===== config.mk =====
export PLATFORM = sky130hd
export DESIGN_NAME = gsensor_filter_flat
export DESIGN_NICKNAME = d
export VERILOG_FILES = /design/src/rtl/gsensor_filter_if.sv /design/src/rtl/gsensor_filter.sv /design/src/flat_wrapper.sv
export SDC_FILE = /design/constraint.sdc
export NUM_CORES = 1
export LEC_CHECK = 0
export ABC_AREA = 1
export CORE_MARGIN = 10
export CORE_UTILIZATION = 47
export CTS_BUF_LIST = sky130_fd_sc_hd__clkbuf_8
export CTS_CLUSTER_DIAMETER = 120
export DETAILED_ROUTE_END_ITERATION = 8
export PLACE_DENSITY = 0.83
export SLEW_MARGIN = 20
export SYNTH_ARGS = -nofsm -noshare
export SYNTH_HDL_FRONTEND = slang
export SYNTH_SLANG_ARGS = --single-unit
export TNS_END_PERCENT = 50

===== constraint.sdc =====
create_clock -name clk -period 1.7 [get_ports clk]
set_input_delay 0.51 -clock clk [delete_from_list [all_inputs] [get_ports clk]]
set_output_delay 0.51 -clock clk [all_outputs]
set_load 0.05 [all_outputs]

===== src/rtl/gsensor_filter_if.sv =====
// rtl/gsensor_filter_if.sv - signal bundle between the raw sensor source and gsensor_filter
//
// Purpose: groups the control, raw input and filtered output signals of the
//          sensor conditioning stage so they travel as one port.
// Signals:
//   Enable     source -> filter  1 = filter runs, 0 = output frozen
//   RawSensor  source -> filter  asynchronous raw reporter/sensor level
//   GlitchClr  source -> filter  synchronous clear of GlitchCnt
//   Sensor     filter -> source  filtered level (feeds the C-element Sensor input)
//   Changed    filter -> source  one-cycle pulse on the cycle Sensor toggles
//   GlitchCnt  filter -> source  saturating count of aborted transitions
// Modports:
//   master  drives Enable/RawSensor/GlitchClr (stimulus side)
//   slave   the filter itself

interface gsensor_filter_if;
  logic       Enable;
  logic       RawSensor;
  logic       GlitchClr;
  logic       Sensor;
  logic       Changed;
  logic [7:0] GlitchCnt;

  modport master (
    output Enable,
    output RawSensor,
    output GlitchClr,
    input  Sensor,
    input  Changed,
    input  GlitchCnt
  );

  modport slave (
    input  Enable,
    input  RawSensor,
    input  GlitchClr,
    output Sensor,
    output Changed,
    output GlitchCnt
  );
endinterface


===== src/rtl/gsensor_filter.sv =====
// rtl/gsensor_filter.sv - synchroniser and rise/fall debouncer ahead of the genetic C-element gate
//
// Purpose: brings the asynchronous raw sensor level into the clk domain,
//          then only lets the filtered Sensor level change after HIGH_COUNT
//          consecutive 1 samples (rise) or LOW_COUNT consecutive 0 samples
//          (fall). Aborted transitions are counted as glitches.
// Parameters:
//   SYNC_STAGES  flip-flop stages on RawSensor (>= 2)
//   HIGH_COUNT   consecutive synced 1 samples needed to assert Sensor (1..255)
//   LOW_COUNT    consecutive synced 0 samples needed to deassert Sensor (1..255)
// Ports:
//   clk  in   sole clock, rising edge
//   rst  in   synchronous, active-high reset
//   bus  slave modport of gsensor_filter_if (Enable, RawSensor, GlitchClr in;
//        Sensor, Changed, GlitchCnt out, all outputs registered)

module gsensor_filter #(
  parameter int SYNC_STAGES = 2,
  parameter int HIGH_COUNT  = 8,
  parameter int LOW_COUNT   = 8
) (
  input  logic            clk,
  input  logic            rst,
  gsensor_filter_if.slave bus
);

  localparam int MAX_COUNT = (HIGH_COUNT > LOW_COUNT) ? HIGH_COUNT : LOW_COUNT;
  localparam int CW        = $clog2(MAX_COUNT + 1);

  // Counter value on the sample that completes a transition: the first
  // sample of a run is taken on the LOW->RISING / HIGH->FALLING edge.
  localparam logic [CW-1:0] HIGH_LAST = CW'(HIGH_COUNT - 1);
  localparam logic [CW-1:0] LOW_LAST  = CW'(LOW_COUNT - 1);
  localparam logic [CW-1:0] CNT_ZERO  = '0;
  localparam logic [CW-1:0] CNT_ONE   = CW'(1);

  // A threshold of one skips the intermediate state entirely.
  localparam bit RISE_DIRECT = (HIGH_COUNT == 1);
  localparam bit FALL_DIRECT = (LOW_COUNT == 1);

  typedef enum logic [1:0] {
    ST_LOW,
    ST_RISING,
    ST_HIGH,
    ST_FALLING
  } state_e;

  logic [SYNC_STAGES-1:0] sync_q;
  logic [SYNC_STAGES-1:0] sync_d;
  logic                   s;
  state_e                 state_q;
  logic [CW-1:0]          cnt_q;
  logic                   sensor_q;
  logic                   changed_q;
  logic [7:0]             glitch_cnt_q;
  logic [7:0]             glitch_cnt_d;
  logic                   glitch_d;

  // Synchroniser: bit 0 samples the raw level, the top bit is the only
  // value the FSM ever looks at.
  assign sync_d = {sync_q[SYNC_STAGES-2:0], bus.RawSensor};
  assign s      = sync_q[SYNC_STAGES-1];

  // A glitch is a pending transition that sees the old level again while
  // enabled. Dropping Enable cancels a transition without counting it.
  always_comb begin
    glitch_d = 1'b0;
    if (bus.Enable) begin
      glitch_d = ((state_q == ST_RISING) && !s) ||
                 ((state_q == ST_FALLING) && s);
    end
  end

  // Clear takes priority over a glitch on the same edge; the count sticks
  // at 255 instead of wrapping.
  always_comb begin
    glitch_cnt_d = glitch_cnt_q;
    if (bus.GlitchClr) begin
      glitch_cnt_d = 8'd0;
    end else if (glitch_d && (glitch_cnt_q != 8'hFF)) begin
      glitch_cnt_d = glitch_cnt_q + 8'd1;
    end
  end

  always_ff @(posedge clk) begin
    if (rst) begin
      sync_q       <= '0;
      state_q      <= ST_LOW;
      cnt_q        <= CNT_ZERO;
      sensor_q     <= 1'b0;
      changed_q    <= 1'b0;
      glitch_cnt_q <= 8'd0;
    end else begin
      sync_q       <= sync_d;
      glitch_cnt_q <= glitch_cnt_d;
      changed_q    <= 1'b0;

      if (!bus.Enable) begin
        // Frozen: abandon any pending transition, keep Sensor as it is.
        case (state_q)
          ST_RISING: begin
            state_q <= ST_LOW;
            cnt_q   <= CNT_ZERO;
          end
          ST_FALLING: begin
            state_q <= ST_HIGH;
            cnt_q   <= CNT_ZERO;
          end
          default: begin
            cnt_q <= CNT_ZERO;
          end
        endcase
      end else begin
        case (state_q)
          ST_LOW: begin
            cnt_q <= CNT_ZERO;
            if (s) begin
              if (RISE_DIRECT) begin
                state_q   <= ST_HIGH;
                sensor_q  <= 1'b1;
                changed_q <= 1'b1;
              end else begin
                state_q <= ST_RISING;
                cnt_q   <= CNT_ONE;
              end
            end
          end

          ST_RISING: begin
            if (!s) begin
              state_q <= ST_LOW;
              cnt_q   <= CNT_ZERO;
            end else if (cnt_q == HIGH_LAST) begin
              state_q   <= ST_HIGH;
              cnt_q     <= CNT_ZERO;
              sensor_q  <= 1'b1;
              changed_q <= 1'b1;
            end else begin
              cnt_q <= cnt_q + CNT_ONE;
            end
          end

          ST_HIGH: begin
            cnt_q <= CNT_ZERO;
            if (!s) begin
              if (FALL_DIRECT) begin
                state_q   <= ST_LOW;
                sensor_q  <= 1'b0;
                changed_q <= 1'b1;
              end else begin
                state_q <= ST_FALLING;
                cnt_q   <= CNT_ONE;
              end
            end
          end

          ST_FALLING: begin
            if (s) begin
              state_q <= ST_HIGH;
              cnt_q   <= CNT_ZERO;
            end else if (cnt_q == LOW_LAST) begin
              state_q   <= ST_LOW;
              cnt_q     <= CNT_ZERO;
              sensor_q  <= 1'b0;
              changed_q <= 1'b1;
            end else begin
              cnt_q <= cnt_q + CNT_ONE;
            end
          end

          default: begin
            state_q  <= ST_LOW;
            cnt_q    <= CNT_ZERO;
            sensor_q <= 1'b0;
          end
        endcase
      end
    end
  end

  assign bus.Sensor    = sensor_q;
  assign bus.Changed   = changed_q;
  assign bus.GlitchCnt = glitch_cnt_q;

endmodule

===== src/flat_wrapper.sv =====
// flat-port wrapper written by rule: the top's interface ports become plain ports
module gsensor_filter_flat 
#(
  parameter int SYNC_STAGES = 2,
  parameter int HIGH_COUNT  = 8,
  parameter int LOW_COUNT   = 8
)
  (clk, rst, bus_Enable, bus_RawSensor, bus_GlitchClr, bus_Sensor, bus_Changed, bus_GlitchCnt);
  gsensor_filter_if bus_i ();
  input  logic clk;
  input  logic rst;
  input wire logic [$bits(bus_i.Enable)-1:0] bus_Enable;
  input wire logic [$bits(bus_i.RawSensor)-1:0] bus_RawSensor;
  input wire logic [$bits(bus_i.GlitchClr)-1:0] bus_GlitchClr;
  output wire logic [$bits(bus_i.Sensor)-1:0] bus_Sensor;
  output wire logic [$bits(bus_i.Changed)-1:0] bus_Changed;
  output wire logic [$bits(bus_i.GlitchCnt)-1:0] bus_GlitchCnt;
  assign bus_i.Enable = bus_Enable;
  assign bus_i.RawSensor = bus_RawSensor;
  assign bus_i.GlitchClr = bus_GlitchClr;
  assign bus_Sensor = bus_i.Sensor;
  assign bus_Changed = bus_i.Changed;
  assign bus_GlitchCnt = bus_i.GlitchCnt;
  gsensor_filter #(.SYNC_STAGES(SYNC_STAGES), .HIGH_COUNT(HIGH_COUNT), .LOW_COUNT(LOW_COUNT)) u_core (.clk(clk), .rst(rst), .bus(bus_i));
endmodule

Yosys cells after proc, flatten, opt, wreduce, memory -nomap -nowiden
Cells that the tools add are included.
- output and inout port bits: 10
- input port bits: 5
- register bits after elaboration: 18
- equal/unequal tests: 13
- reduce and logical (&&, ||, !) cells: 12
- add/sub/neg operators: 2
- bitwise operators: 1
- multiplexer cells: 25
- operators with widths (operator ; number):
    $pmux 4 s4 ; 1
    $mux 2 ; 7
    $mux 4 ; 3
    $mux 1 ; 10
    $add 8x1->8 const B ; 1
    $ne 8x8->1 const B ; 1
    $pmux 2 s4 ; 1
    $ne 2x2->1 const B ; 3
    $reduce_and 6->1 ; 1
    $reduce_and 5->1 ; 1
    $add 4x1->4 const B ; 1
    $eq 2x2->1 const B ; 2
    $eq 4x3->1 const B ; 1
    $ne 4x3->1 const B ; 1
    $ne 4x4->1 const B ; 1
    $pmux 1 s2 ; 2
    $pmux 2 s2 ; 1
    $reduce_or 2->1 ; 2
    $logic_and 1x1->1 ; 3
    $ne 3x2->1 const B ; 1
    $ne 3x3->1 const B ; 1
    $reduce_bool 3->1 ; 1
    $eq 2x1->1 const B ; 1
    $logic_not 2->1 ; 1
    5 further kinds ; 5

Logic depth before layout (Yosys ltp)
- word-level depth: 5
- depth in mapped cells: 8
- mapped depth without buffers: 8

Worst setup path after synthesis
Ideal clock, no wire load.
- path type: flip-flop to flip-flop
- start point: reg u_core.glitch_cnt_q[1] (netlist: u_core.bus.GlitchCnt[1])
- end point: reg u_core.glitch_cnt_q[5] (netlist: u_core.bus.GlitchCnt[5])
- data required time: 1630 ps
- arrival time: 1565 ps
- slack: 65 ps
- buffers on the path: 0
- stages on the path, launching flop included: 8
- cells stage by stage: dfxtp_1 > ha_1 > inv_1 > nor2_4 > nand3_4 > nand2_4 > nand2_1 > a21oi_1
- cells in the longest elaborated chain, start to end: 2
- ends and longest elaborated chain (what ; RTL line ; RTL):
    from (decl) ; gsensor_filter.sv:55 ; logic [7:0] glitch_cnt_q;
    from (signal assigned) ; gsensor_filter.sv:95 ; glitch_cnt_q <= glitch_cnt_d;
    parallel branches: the longest is 2 deep, another holds $add 8x1->8 ; n/a ;
Several ways; the timed one is not identified.
A chain may end at the register's enable or synchronous reset.

Worst setup path after layout
- start point: reg u_core.glitch_cnt_q[0] (netlist: u_core.bus.GlitchCnt[0])
- end point: reg u_core.glitch_cnt_q[6] (netlist: u_core.bus.GlitchCnt[6])
Same word-level chain as after synthesis.

==> out/qor.yml <==
first_global_vias: 854
hold_end: "u_core.sync_q[1]$_SDFF_PP0_"
area_delta_synth_final_pct: 36.1
gr-max-usage-layer: "met2"
cts-hold-fix-buffers: 0
synth-compound-area-share_pct: 8.05
portBuffers: 14
clock_skew_ps: 2.25
status: "finished clean"
hold_path_depth: 2
drt_wl_total_um: 1960
cts_made_buffers: 3
final_cell_mix: "40 x nand2_1, 19 x nor2_1, 18 x inv_1, 18 x dfxtp_1, 12 x nand3_1"
num_antenna_cells: 0
hold_viol: 0
post_cts_resized: 0
antenna_found_initial: 0
leakage_nw: 0.500
path_clk_slew_ps: 60
use_met3_pct: 2.58
fin_crit_ps: 1450
drt_iter0_drc: 7
final-max-slew-violation-count: 0
grt_util_met1_pct: 10.1
synthesis.area_um2: 932
fillers: 165
synth-xor-area-share_pct: 1.88
die_w_um: 64.5
yosysSeqAreaShare_pct: 38.7
rows: 16
overflow: 0
hold_path_class: "reg -> reg"
final_common_cell: "nand2_1"
fmax_mhz: 689
drive_above_1_share_pct: 15.8
criticalPathCategory: "reg -> reg"
worst-path-max-fanout: 8
reg2reg_from: "u_core.bus.GlitchCnt[0]$_SDFFE_PP0P_"
critical_path.cell_chain: "ha_1, inv_1, nor2_4, nand3_4, nand2_4, nand2_1, a21oi_1"
grt_pass1_wl_um: 3460
tightest_slew_ps: 293
synth_mux_area_share_pct: 0
dp_cells: 181
dieArea_um2: 4160
syn_inst: 139
cts.path.max_buffers: 2
yosys.cell_types.count: 19
timing.rr.end: "u_core.bus.GlitchCnt[6]$_SDFFE_PP0P_"
clk_latency_ps: 250
synth_seq_cells: 18
finalCritPeriodShare_pct: 85.4
syn_avg_cell_area_um2: 6.71
stdcell_count: 185
postRouteAntennaNets: 0
final-setup-viol-count: 0
regArea_um2: 360
first_pass_iters: 4
power.density_nw_per_um2: 635
yosys_warnings: 0
postCtsSetupBuffers: 0
place_hpwl_um: 1600
worstPathArrival_ps: 1630
maxCapViolCount: 0
grt_start_max_net_pins: 11
htreeDepth: 1
cts_root_buffer: "clkbuf_8"
die_h_um: 64.5
avgViaCountPerCell: 4.81
slowest_delay_ps: 440
yosys.area_share.simple_pct: 40.3
nets: 166
rsz0062_at_grt: "false"
reg2reg_slack_ps: 250
min-delay-start: "u_core.sync_q[0]$_SDFF_PP0_"
final_area_um2: 1270
cp-end-kind: "flop"
cp-start-kind: "flop"
io_pins: 15
start_util_pct: 48.5
worst_r2r_path_depth: 7
synthAdderAreaFrac_pct: 2.68
track_usage_pct: 9.84
post_dp_cell_area_um2: 1210
place.gp.congestion: 0.815
post-route-drc-count: 0
slowest_stage: "dfxtp_1"
coreArea_um2: 1920
multiInputGateArea_um2: 493
max_slew_margin_pct: 80.5
grtUsageMet2_pct: 18.3
cts.sinks: 18
cts_tree: "built"
synth_top_family_by_area: "simple AND/OR/NAND/NOR gates"
routed-via-count: 890
required_ps: 1880
ir_drop_mv: 0.689
syn_nets: 146
wl_per_cell_um: 10.6
## registers in the layout (all words and copies together), names as in the netlist, named ones only
name,count
u_core.bus.Changed,1
u_core.bus.GlitchCnt,8
u_core.bus.Sensor,1
u_core.cnt_q,4
u_core.state_q,1
u_core.sync_q,2
## power by group
part           switching (mW)  total, mW  leakage [nW]  internal, mW
Clock                   0.130      0.335        0.0288         0.205
Combinational          0.0216     0.0396         0.325        0.0180
Sequential            0.00431      0.430         0.146         0.426
Total                   0.156      0.805         0.500         0.649
## worst max path at each step
stage	to	startpoint	slack (ps)	cells past startpoint
floorplan	u_core.bus.GlitchCnt[5]$_SDFFE_PP0P_	u_core.bus.GlitchCnt[1]$_SDFFE_PP0P_	70	7
global placement	u_core.bus.GlitchCnt[1]$_SDFFE_PP0P_	bus_Enable	30	6
detailed placement	u_core.bus.GlitchCnt[0]$_SDFFE_PP0P_	bus_Enable	-20	6
CTS	u_core.bus.GlitchCnt[6]$_SDFFE_PP0P_	u_core.bus.GlitchCnt[1]$_SDFFE_PP0P_	240	7
global route	u_core.bus.GlitchCnt[6]$_SDFFE_PP0P_	u_core.bus.GlitchCnt[1]$_SDFFE_PP0P_	150	7
finish	u_core.bus.GlitchCnt[6]$_SDFFE_PP0P_	u_core.bus.GlitchCnt[0]$_SDFFE_PP0P_	250	7
## stage by stage
| stage | util (%) | TNS [ps] | hold slack (ps) | worst slack [ps] | power, mW |
|---|---|---|---|---|---|
| 6_report | 66.0 | 0 | 409 | 249 | 0.805 |
| 5_1_grt | 66.0 | 0 | 432 | 153 | 0.835 |
| 4_1_cts | 66.0 | 0 | 416 | 242 | 0.812 |
| 3_5_place_dp | 63.2 | -31.8 | 402 | -21.0 | 0.479 |
| 3_3_place_gp | 63.2 | 0 | 394 | 27.3 | 0.477 |
| 2_1_floorplan | - | 0 | 388 | 65.1 | 0.460 |
## cell families after synthesis
group | Yosys count
flip-flops | 18
buffers and inverters | 21
XOR/XNOR | 2
adder cells (fa/ha/maj) | 2
AO/OA/AOI/OAI | 15
AND/OR/NAND/NOR | 81
## cells in the mapped netlist
cell      number  share of area [%]
a21oi_1       10                5.4
clkinv_1       1               0.40
dfxtp_1       18                 39
ha_1           2                2.7
inv_1         18                7.2
inv_2          2               0.81
nand2_1       40                 16
nand2_2        2                1.3
nand2_4        1                1.2
nand3_1       12                6.4
nand3_4        1                1.9
nand3b_1       1               0.81
nor2_1        19                7.7
nor2_2         1               0.67
nor2_4         3                3.6
nor3_1         1               0.54
o21ai_0        5                2.7
xnor2_1        1               0.94
xor2_1         1               0.94
## layer usage
| metal | up-vias | share of wire [%] |
|---|---|---|
| li1 | 474 | - |
| met1 | 393 | 43 |
| met2 | 17 | 51 |
| met3 | 6 | 3.6 |
| met4 | 0 | 1.8 |
| met5 | - | 0 |
## critical path: cells and delay by family, from the launching register on
| kind | cells | cell delay (ps) |
|---|---|---|
| DFF | 1 | 440 |
| and+or+nand+nor | 4 | 420 |
| adders and majority gates | 1 | 270 |
| AOI/OAI and AO/OA | 1 | 150 |
| buffers and inverters | 1 | 90 |
## final cells by class
type,instances,share of cell area [%]
Multi-Input combinational cell,100,38.9
Timing Repair Buffer,15,19.5
Clock buffer,4,4.34
Inverter,21,6.21
Tap cell,27,2.66
Sequential cell,18,28.4
No activity file was read; power rests on OpenSTA's default activity.
